[src/rtl/m_muldiv_pkg.sv]
// ---------------------------------------------------------------------------
// m_muldiv_pkg
// Shared definitions for the HI/LO multiply/divide sequencer:
//   - R-type funct codes for mult/multu/div/divu and mthi/mtlo
//   - FSM state encoding
//   - latched operation type plus a small classification helper
// ---------------------------------------------------------------------------
package m_muldiv_pkg;

  localparam logic [5:0] FN_MULT  = 6'b011000;
  localparam logic [5:0] FN_MULTU = 6'b011001;
  localparam logic [5:0] FN_DIV   = 6'b011010;
  localparam logic [5:0] FN_DIVU  = 6'b011011;
  localparam logic [5:0] FN_MTHI  = 6'b010001;
  localparam logic [5:0] FN_MTLO  = 6'b010011;

  typedef enum logic [1:0] {
    IDLE = 2'd0,
    ITER = 2'd1,
    FIX  = 2'd2,
    DONE = 2'd3
  } state_t;

  typedef enum logic [1:0] {
    MUL_S = 2'd0,
    MUL_U = 2'd1,
    DIV_S = 2'd2,
    DIV_U = 2'd3
  } op_t;

  function automatic logic is_div_op(input op_t op);
    return (op == DIV_S) || (op == DIV_U);
  endfunction

endpackage

[src/rtl/m_muldiv_iter_dp.sv]
// ---------------------------------------------------------------------------
// m_muldiv_iter_dp
// Combinational single-bit step of the multiply/divide datapath on a 2N-bit
// working register.
//   is_div   : 1 = restoring-divide step, 0 = shift-add multiply step
//   acc      : working register; multiply {partial, multiplier},
//              divide {remainder, dividend/quotient}
//   operand  : multiplicand (multiply) or divisor (divide), magnitude
//   acc_next : working register after one step
// ---------------------------------------------------------------------------
module m_muldiv_iter_dp #(
  parameter int N = 32
) (
  input  logic           is_div,
  input  logic [2*N-1:0] acc,
  input  logic [N-1:0]   operand,
  output logic [2*N-1:0] acc_next
);

  logic [N:0] sum;
  logic [N:0] rem_sh;
  logic [N:0] diff;

  always_comb begin
    // N+1 bits keep the multiply carry, which is shifted back into the MSB.
    sum    = {1'b0, acc[2*N-1:N]} + {1'b0, operand};
    // Remainder shifted left with the next dividend bit appended.
    rem_sh = acc[2*N-1:N-1];
    // Bit N of the difference is the borrow: set means the trial went negative.
    diff   = rem_sh - {1'b0, operand};
    acc_next = '0;
    if (is_div) begin
      if (!diff[N]) begin
        acc_next = {diff[N-1:0], acc[N-2:0], 1'b1};
      end else begin
        acc_next = {rem_sh[N-1:0], acc[N-2:0], 1'b0};
      end
    end else if (acc[0]) begin
      acc_next = {sum, acc[N-1:1]};
    end else begin
      acc_next = {1'b0, acc[2*N-1:1]};
    end
  end

endmodule

[src/rtl/m_muldiv_sequencer.sv]
// ---------------------------------------------------------------------------
// m_muldiv_sequencer
// Multi-cycle HI/LO multiply/divide unit beside the EX-stage ALU.
// Ports:
//   clk, rst_n          : clock (rising edge), asynchronous active-low reset
//   start, fn_field     : EX request and R-type funct (mult/multu/div/divu)
//   op_a, op_b          : rs / rt operands
//   kill                : pipeline flush, aborts an operation in ITER/FIX
//   wr_hi, wr_lo, wdata : mthi / mtlo writes, honoured only when not busy
//   busy                : operation in progress (stall to hazard unit)
//   done                : one-cycle pulse after HI/LO commit
//   div_zero            : sticky divide-by-zero flag, cleared by next start
//   hi, lo              : HI / LO registers
// Latency: start at edge 0, N iteration edges, one fix edge, done visible
// in the cycle after edge N+1.
// ---------------------------------------------------------------------------
module m_muldiv_sequencer
  import m_muldiv_pkg::*;
#(
  parameter int N          = 32,
  parameter int N_FN_FIELD = 6,
  parameter int N_CNT      = 6   // 2**N_CNT must exceed N
) (
  input  logic                  clk,
  input  logic                  rst_n,
  input  logic                  start,
  input  logic [N_FN_FIELD-1:0] fn_field,
  input  logic [N-1:0]          op_a,
  input  logic [N-1:0]          op_b,
  input  logic                  kill,
  input  logic                  wr_hi,
  input  logic                  wr_lo,
  input  logic [N-1:0]          wdata,
  output logic                  busy,
  output logic                  done,
  output logic                  div_zero,
  output logic [N-1:0]          hi,
  output logic [N-1:0]          lo
);

  localparam logic [N-1:0] MIN_NEG = {1'b1, {(N-1){1'b0}}};

  state_t           state_reg;
  op_t              op_reg;
  logic [N_CNT-1:0] cnt_reg;
  logic [2*N-1:0]   acc_reg;
  logic [2*N-1:0]   acc_step;
  logic [N-1:0]     operand_reg;
  logic [N-1:0]     op_a_reg;
  logic             neg_q_reg;
  logic             neg_r_reg;
  logic             ovf_reg;
  logic             busy_reg;
  logic             done_reg;
  logic             div_zero_reg;
  logic [N-1:0]     hi_reg;
  logic [N-1:0]     lo_reg;

  // Request decode
  logic [5:0] fn6;
  logic       fn_valid;
  op_t        fn_op;
  logic       signed_op;
  logic       sa;
  logic       sb;
  logic [N-1:0] mag_a;
  logic [N-1:0] mag_b;
  logic       accept;

  assign fn6 = 6'(fn_field);

  always_comb begin
    fn_valid = 1'b1;
    fn_op    = MUL_U;
    case (fn6)
      FN_MULT:  fn_op = MUL_S;
      FN_MULTU: fn_op = MUL_U;
      FN_DIV:   fn_op = DIV_S;
      FN_DIVU:  fn_op = DIV_U;
      default:  fn_valid = 1'b0;
    endcase
  end

  assign signed_op = (fn_op == MUL_S) || (fn_op == DIV_S);
  assign sa        = signed_op & op_a[N-1];
  assign sb        = signed_op & op_b[N-1];
  assign mag_a     = sa ? -op_a : op_a;
  assign mag_b     = sb ? -op_b : op_b;

  // kill beats a simultaneous start; DONE accepts back-to-back like IDLE.
  assign accept = start && fn_valid && !kill &&
                  ((state_reg == IDLE) || (state_reg == DONE));

  m_muldiv_iter_dp #(.N(N)) u_iter_dp (
    .is_div   (is_div_op(op_reg)),
    .acc      (acc_reg),
    .operand  (operand_reg),
    .acc_next (acc_step)
  );

  // Sign fix-up applied on the FIX->DONE edge
  logic [2*N-1:0] prod_fix;
  logic [N-1:0]   quo_fix;
  logic [N-1:0]   rem_fix;

  always_comb begin
    prod_fix = neg_q_reg ? -acc_reg : acc_reg;
    quo_fix  = neg_q_reg ? -acc_reg[N-1:0] : acc_reg[N-1:0];
    rem_fix  = neg_r_reg ? -acc_reg[2*N-1:N] : acc_reg[2*N-1:N];
  end

  always_ff @(posedge clk or negedge rst_n) begin
    if (!rst_n) begin
      state_reg    <= IDLE;
      op_reg       <= MUL_S;
      cnt_reg      <= '0;
      acc_reg      <= '0;
      operand_reg  <= '0;
      op_a_reg     <= '0;
      neg_q_reg    <= 1'b0;
      neg_r_reg    <= 1'b0;
      ovf_reg      <= 1'b0;
      busy_reg     <= 1'b0;
      done_reg     <= 1'b0;
      div_zero_reg <= 1'b0;
      hi_reg       <= '0;
      lo_reg       <= '0;
    end else begin
      done_reg <= 1'b0;
      if (!busy_reg && wr_hi) hi_reg <= wdata;
      if (!busy_reg && wr_lo) lo_reg <= wdata;

      case (state_reg)
        IDLE, DONE: begin
          if (accept) begin
            state_reg    <= ITER;
            busy_reg     <= 1'b1;
            div_zero_reg <= 1'b0;
            op_reg       <= fn_op;
            cnt_reg      <= N_CNT'(N);
            op_a_reg     <= op_a;
            neg_q_reg    <= sa ^ sb;
            neg_r_reg    <= sa;
            ovf_reg      <= (fn_op == DIV_S) && (op_a == MIN_NEG) && (op_b == '1);
            if (fn_op == DIV_S || fn_op == DIV_U) begin
              acc_reg     <= {{N{1'b0}}, mag_a};
              operand_reg <= mag_b;
            end else begin
              acc_reg     <= {{N{1'b0}}, mag_b};
              operand_reg <= mag_a;
            end
          end else begin
            state_reg <= IDLE;
          end
        end

        ITER: begin
          if (kill) begin
            state_reg <= IDLE;
            busy_reg  <= 1'b0;
          end else begin
            acc_reg <= acc_step;
            cnt_reg <= cnt_reg - 1'b1;
            if (cnt_reg == N_CNT'(1)) state_reg <= FIX;
          end
        end

        FIX: begin
          if (kill) begin
            state_reg <= IDLE;
            busy_reg  <= 1'b0;
          end else begin
            state_reg <= DONE;
            busy_reg  <= 1'b0;
            done_reg  <= 1'b1;
            // Commit overrides any mthi/mtlo on this edge (busy is still high).
            if (is_div_op(op_reg)) begin
              if (operand_reg == '0) begin
                lo_reg       <= '1;
                hi_reg       <= op_a_reg;
                div_zero_reg <= 1'b1;
              end else if (ovf_reg) begin
                lo_reg <= MIN_NEG;
                hi_reg <= '0;
              end else begin
                lo_reg <= quo_fix;
                hi_reg <= rem_fix;
              end
            end else begin
              hi_reg <= prod_fix[2*N-1:N];
              lo_reg <= prod_fix[N-1:0];
            end
          end
        end

        default: state_reg <= IDLE;
      endcase
    end
  end

  assign busy     = busy_reg;
  assign done     = done_reg;
  assign div_zero = div_zero_reg;
  assign hi       = hi_reg;
  assign lo       = lo_reg;

endmodule

[config.mk]
export PLATFORM = sky130hd
export DESIGN_NAME = m_muldiv_sequencer
export DESIGN_NICKNAME = d
export VERILOG_FILES = /design/src/rtl/m_muldiv_pkg.sv /design/src/rtl/m_muldiv_iter_dp.sv /design/src/rtl/m_muldiv_sequencer.sv
export SDC_FILE = /design/constraint.sdc
export NUM_CORES = 1
export LEC_CHECK = 0
export CAP_MARGIN = 20
export CORE_AREA = 2 2 277 279
export CTS_CLUSTER_DIAMETER = 150
export DETAILED_ROUTE_END_ITERATION = 6
export DIE_AREA = 0 0 279 281
export GPL_TIMING_DRIVEN = 0
export SYNTH_ARGS = -nofsm -noshare
export SYNTH_HDL_FRONTEND = slang
export SYNTH_SLANG_ARGS = --single-unit
[constraint.sdc]
create_clock -name clk -period 5.3 [get_ports clk]
set_clock_uncertainty 0.2 [all_clocks]
set_input_delay 0.795 -clock clk [delete_from_list [all_inputs] [get_ports clk]]
set_output_delay 0.795 -clock clk [all_outputs]
set_load 0.05 [all_outputs]
==> results of run 1 <==
==> metrics by stage <==
stage | worst slack, ps | instances
2_1_floorplan | 1870 | 2254
3_3_place_gp | -6120 | 3406
3_5_place_dp | 82.4 | 3410
4_1_cts | 449 | 3455
5_1_grt | 129 | 3455
6_report | 306 | 3455
==> power groups by stage <==
stage | Sequential, uW | Combinational, uW | Clock, uW
final | 2260 | 2920 | 1880
after global routing | 2280 | 3110 | 1960
after CTS | 2240 | 2880 | 1900
after detailed placement | 2270 | 2870 | 0
after global placement | 2270 | 2860 | 0
after floorplan | 2650 | 1340 | 0
==> how the worst min path moves through the flow <==
| stage | cells after the start | slack (ps) | start | to |
|---|---|---|---|---|
| 6_report | 1 | 10 | rst_n | hi[25] |
| 2_1_floorplan | 2 | 250 | op_a_reg[10] | op_a_reg[10] |
| 3_3_place_gp | 1 | 290 | op_a_reg[28] | op_a_reg[28] |
| 4_1_cts | 1 | 100 | rst_n | hi[25] |
| 3_5_place_dp | 1 | 300 | op_a_reg[29] | op_a_reg[29] |
| 5_1_grt | 1 | 70 | rst_n | hi[25] |
==> final cells by class <==
cell class | count | area, um2 | area share
clock buffers | 35 | 746 | 0.0340
clock inverters | 10 | 141 | 0.00645
repair buffers | 178 | 1790 | 0.0819
plain buffers | 159 | 604 | 0.0276
multi-input cells | 1823 | 12000 | 0.547
flip-flops and latches | 207 | 5180 | 0.236
inverters | 65 | 244 | 0.0111
well taps | 978 | 1220 | 0.0559
==> cells in the final DEF (no fill, tap or decap), types with 27 or more instances in the layout <==
cell	instances
xnor2_1	96
clkbuf_16	27
a211oi_1	41
a31oi_1	30
a21o_1	42
xor2_1	102
nand2_1	312
ha_1	73
nand3_1	31
or3_1	27
clkbuf_1	148
mux2i_1	76
o21ai_0	188
nor3_1	40
inv_1	65
nor2_1	153
dfrtp_1	207
o31ai_1	39
clkdlybuf4s50_1	173
a21oi_1	148
mux2_2	60
o221ai_1	34
==> worst reg2reg max path, stage by stage (launching register included) <==
cell      delay (ps)
dfrtp_1          400
clkbuf_1         410
inv_1            180
fa_1             490
nand2b_1         180
a21oi_1          270
o21a_1           330
a211oi_4         150
a31oi_1          470
nor3_1           230
nor2_2           610
buf_2            470
mux2i_1          230
o221ai_1         190
==> cells by family (layout without fill, tap and decap cells) <==
family	count (synthesis)	after routing	share of synthesized area
flops	207	207	0.288
buf+inv	224	447	0.0471
fa+ha+maj	75	75	0.0530
xor+xnor	198	198	0.0964
compound gates	677	677	0.242
simple gates	737	737	0.194
mux	136	136	0.0798
==> per-layer routing <==
| metal | vias up | track usage | part of all wire |
|---|---|---|---|
| met2 | 1021 | 0.298 | 0.43 |
| met4 | 2 | 0.0743 | 0.045 |
| met3 | 210 | 0.0379 | 0.095 |
| met5 | - | 0 | 0.00011 |
| met1 | 9159 | 0.275 | 0.43 |
| li1 | 8607 | - | - |
==> results.py, run 1 <==
metrics = {
    "detailed_routing": {
        "drt_iter0_drc": 2155,
        "vias": 19000,
        "firstDrtPassIters": 6,
        "drcViolationCount": 0,
        "drt-total-wl_mm": 80.0,
        "antenna_left": 0,
        "wl_per_cell_um": 23.1,
        "vias_per_cell": 5.50,
    },
    "yosys": {
        "synth-edff-count": 0,
        "yosys.area.top_type": "dfrtp_1",
        "synth_cell_types": 74,
        "syn_area_per_cell_um2": 7.98,
        "ys_top_cells_by_count": "312 x nand2_1, 207 x dfrtp_1, 188 x o21ai_0",
        "synth_flop_cell": "dfrtp_1",
        "synth_top_area_frac": 0.288,
        "syn_area_um2": 18000,
        "ys_seq_area_frac": 0.288,
        "ys_seq_elements": 207,
        "synth-async-reset-ratio": 1.00,
        "ys_warn_count": 0,
        "syn-instance-count": 2254,
        "syn-num-nets": 2437,
        "yosysMostFrequentCell": "nand2_1",
        "synthTopCellsByArea": "dfrtp_1 29%, nand2_1 6.5%, o21ai_0 5.2%",
    },
    "floorplanning": {
        "rows": 101,
        "die-height_um": 281,
        "core-area_um2": 75400,
        "die_w_um": 279,
        "start_util": 0.239,
        "ios": 175,
        "die_area_um2": 78400,
    },
    "cts": {
        "clk_latency_ps": 560,
        "htree_levels": 1,
        "hold_buffers": 0,
        "clk_pin_slew_ps": 60,
        "cts_tree": "yes",
        "cts_resized": 0,
        "cts_root_buf": "clkbuf_16",
        "cts_buffers": 26,
        "cts_setup_buffers": 0,
        "cts_sinks": 207,
        "clockBufferDepth": 3,
    },
    "critical_path": {
        "critical_path_class": "reg -> reg",
        "r2r_slack_ps": 310,
        "cp.required_ps": 5480,
        "critical_path_cell_count": 13,
        "critPathTopFamily": "compound AO/OA/AOI/OAI gates",
        "critPathMaxStageDelay_ps": 600,
        "path_cells": "clkbuf_1 > inv_1 > fa_1 > nand2b_1 > a21oi_1 > o21a_1 > a211oi_4 > a31oi_1 > nor3_1 > nor2_2 > buf_2 > mux2i_1 > o221ai_1",
        "crit_path_max_fanout": 10,
        "r2r_cells": 13,
        "timing.rr.end": "acc_reg[40]",
        "critPathBufInv": 3,
        "start_kind": "flop",
        "critPathLaunch": "acc_reg[32]",
        "cp_slowest_cell": "nor2_2",
        "regToRegStartpoint": "acc_reg[32]",
        "cp-end-kind": "flop",
        "arrival_ps": 5170,
        "cp-endpoint": "acc_reg[40]",
    },
    "run": {
        "maxCapViolations": 0,
    },
    "sta": {
        "whs_ps": 13.0,
        "rsz0062_at_grt": "false",
        "finalSetupViolCount": 0,
        "min_period_ps": 4990,
        "max_slew.worst_pin.slew_ps": 1240,
        "fmax_mhz": 200,
        "relSlewSlack": 0.174,
        "timing.final.crit_share": 0.942,
        "fin_tns_setup_ps": 0,
        "slew_violations": 0,
        "final-hold-violation-count": 0,
    },
    "grt": {
        "grt_overflow": 0,
        "grt_pass1_wl_mm": 117,
        "grt_max_degree": 110,
        "grt_pass1_vias": 17800,
        "grt_usage": 0.197,
        "antenna_found_initial": 2,
    },
    "power": {
        "internal_power_uw": 4070,
        "swShare": 0.424,
        "pwr-share-seq": 0.320,
        "power_switching_uw": 2990,
        "leakage_uw": 0.00888,
        "powerDensity_nw_per_um2": 322,
        "vdd.ir_drop.worst_mv": 0.215,
        "p_clk_frac": 0.266,
        "combinationalPowerShare": 0.414,
        "power_uw": 7060,
    },
    "final_layout": {
        "n_fill_cell": 8070,
        "drive_gt1_frac": 0.0577,
        "fin_area_um2": 21900,
        "antenna_cells": 0,
        "syn_to_final_growth_pct": 21.7,
        "largest_reg_flops": 64,
        "nets": 2643,
        "fin_util": 0.290,
    },
    "hold_path": {
        "hold_class": "in -> async",
    },
    "place": {
        "place_area_um2": 21000,
        "portBuffers": 174,
        "dp_hpwl_mm": 64.1,
        "routabilityCongestion": 1.01,
    },
    "outcome": {
        "status": "finished, final reports clean",
    },
}
(Power assumes the default switching activity.)
==> inputs of run 2 (changes only) <==
--- a/config.mk
+++ b/config.mk
@@ -11,6 +11,7 @@
 export DETAILED_ROUTE_END_ITERATION = 6
 export DIE_AREA = 0 0 279 281
 export GPL_TIMING_DRIVEN = 0
+export PLACE_DENSITY_LB_ADDON = 0.1
 export SYNTH_ARGS = -nofsm -noshare
 export SYNTH_HDL_FRONTEND = slang
 export SYNTH_SLANG_ARGS = --single-unit
==> run 2 against run 1 <==
Net effect:
- maximum frequency fell by 2.6%
- worst setup slack got worse by 130 ps
- global-route usage grew 3.6 points
- combinational power increased by 2%
- design area rose by 0.95%
- final cell count is 0.29% higher
- critical path depth unchanged
- register-to-register slack got worse by 130 ps
- non-clock buffer count grew 5
- wire length rose by 16%
==> results.py, run 2 (same netlist as run 1, synthesis figures left out) <==
metrics = {
    "detailed_routing": {
        "drt-total-wl_mm": 93.0,
        "firstDrtPassIters": 5,
        "antenna_left": 0,
        "wl_per_cell_um": 26.8,
        "vias_per_cell": 5.39,
        "drt_iter0_drc": 1784,
        "drcViolationCount": 0,
        "vias": 18700,
    },
    "sta": {
        "max_slew.worst_pin.slew_ps": 1180,
        "slew_violations": 0,
        "rsz0062_at_grt": "false",
        "whs_ps": 58.2,
        "relSlewSlack": 0.214,
        "finalSetupViolCount": 0,
        "fmax_mhz": 195,
        "min_period_ps": 5120,
        "final-hold-violation-count": 0,
        "timing.final.crit_share": 0.967,
        "fin_tns_setup_ps": 0,
    },
    "final_layout": {
        "n_fill_cell": 8109,
        "fin_area_um2": 22100,
        "syn_to_final_growth_pct": 22.9,
        "multi_input_area_um2": 12000,
        "final_cell_mix": "311 x nand2_1, 207 x dfrtp_1, 187 x o21ai_0, 173 x clkdlybuf4s50_1, 153 x nor2_1",
        "antenna_cells": 0,
        "seq_area_um2": 5180,
        "largest_reg_flops": 64,
        "fin_util": 0.293,
        "drive_gt1_frac": 0.0619,
        "nets": 2649,
        "mostFrequentLayoutCell": "nand2_1",
    },
    "power": {
        "p_clk_frac": 0.287,
        "leakage_uw": 0.00897,
        "internal_power_uw": 4260,
        "power_switching_uw": 3130,
        "combinationalPowerShare": 0.404,
        "vdd.ir_drop.worst_mv": 0.221,
        "powerDensity_nw_per_um2": 334,
        "swShare": 0.424,
        "pwr-share-seq": 0.310,
    },
    "cts": {
        "htree_levels": 1,
        "hold_buffers": 0,
        "cts_root_buf": "clkbuf_16",
        "cts_tree": "yes",
        "clk_latency_ps": 580,
        "clockBufferDepth": 3,
        "cts_sinks": 207,
        "cts_buffers": 27,
        "clk_pin_slew_ps": 70,
    },
    "floorplanning": {
        "die_area_um2": 78400,
        "ios": 175,
        "core-area_um2": 75400,
        "start_util": 0.239,
        "die-height_um": 281,
        "die_w_um": 279,
        "rows": 101,
    },
    "outcome": {
        "status": "finished, final reports clean",
    },
    "critical_path": {
        "critPathLaunch": "acc_reg[32]",
        "r2r_slack_ps": 180,
        "crit_path_max_fanout": 10,
        "cp-end-kind": "flop",
        "regToRegStartpoint": "acc_reg[32]",
        "critical_path_class": "reg -> reg",
        "arrival_ps": 5330,
        "cp.required_ps": 5510,
        "r2r_cells": 13,
        "start_kind": "flop",
    },
    "grt": {
        "grt_pass1_vias": 18600,
        "grt_pass1_wl_mm": 135,
        "met3_usage": 0.0247,
        "grt_max_degree": 105,
        "met1_usage": 0.339,
        "antenna_found_initial": 1,
        "met2_usage": 0.369,
        "grt_usage": 0.233,
        "top_usage_layer": "met2",
        "grt_overflow": 0,
    },
    "place": {
        "place_area_um2": 21100,
        "portBuffers": 174,
        "routabilityCongestion": 0.945,
        "dp_hpwl_mm": 75.8,
    },
    "hold_path": {
        "hold_class": "in -> async",
    },
    "run": {
        "maxCapViolations": 0,
    },
}
==> run 2: per-layer routing <==
layer / wire length [um] / vias up
li1: - / 8621
met1: 44700 / 9302
met2: 41400 / 661
met3: 4860 / 96
met4: 2110 / 0
met5: 0 / -
==> run 2: power groups by stage <==
| stage | Sequential (uW) | Combinational [uW] | Clock, uW |
|---|---|---|---|
| 2_1_floorplan | 2650 | 1340 | 0 |
| 3_3_place_gp | 2310 | 2960 | 0 |
| 3_5_place_dp | 2310 | 2960 | 0 |
| 4_1_cts | 2280 | 2970 | 2170 |
| 5_1_grt | 2320 | 3190 | 2220 |
| 6_report | 2290 | 2980 | 2120 |
==> run 2: cell type report <==
| class | instances | share of cell area |
|---|---|---|
| clock buffers | 34 | 0.0326 |
| flip-flops and latches | 207 | 0.234 |
| plain buffers | 159 | 0.0274 |
| well taps | 978 | 0.0553 |
| inverters | 65 | 0.0110 |
| multi-input cells | 1823 | 0.542 |
| clock inverters | 16 | 0.0127 |
| repair buffers | 183 | 0.0846 |
==> run 2: path summary, 6_finish.rpt <==
kind                                   end
setup / recovery               acc_reg[56]
hold / removal                      lo[19]
max in group asynchronous  operand_reg[10]
setup reg to reg               acc_reg[56]
hold reg to reg               op_a_reg[27]
min in group clk              op_a_reg[27]
==> run 2: worst max-delay path: stages, from the launching register on <==
cell and delay [ps]:
dfrtp_1 390, clkbuf_1 420, inv_1 190, fa_1 500, nand2b_1 180, a21oi_1 240, o21a_1 410, a211oi_4 150
a31oi_1 540, o21ai_1 360, nand2_2 340, buf_2 380, a211oi_1 130, o41ai_1 500
==> run 2: metrics by stage <==
step           cells  worst slack, ps  power, uW
3_3_place_gp    3406            -6670       5260
6_report        3465              175       7390
2_1_floorplan   2254             1870       4000
4_1_cts         3463             78.7       7420
3_5_place_dp    3413             34.9       5260
5_1_grt         3465              112       7730
==> run 2: repair_timing <==
action | in CTS | in global routing
buffers inserted | 0 | 0
gates resized for setup | 0 | 4
endpoints found under the setup margin | 0 | 4
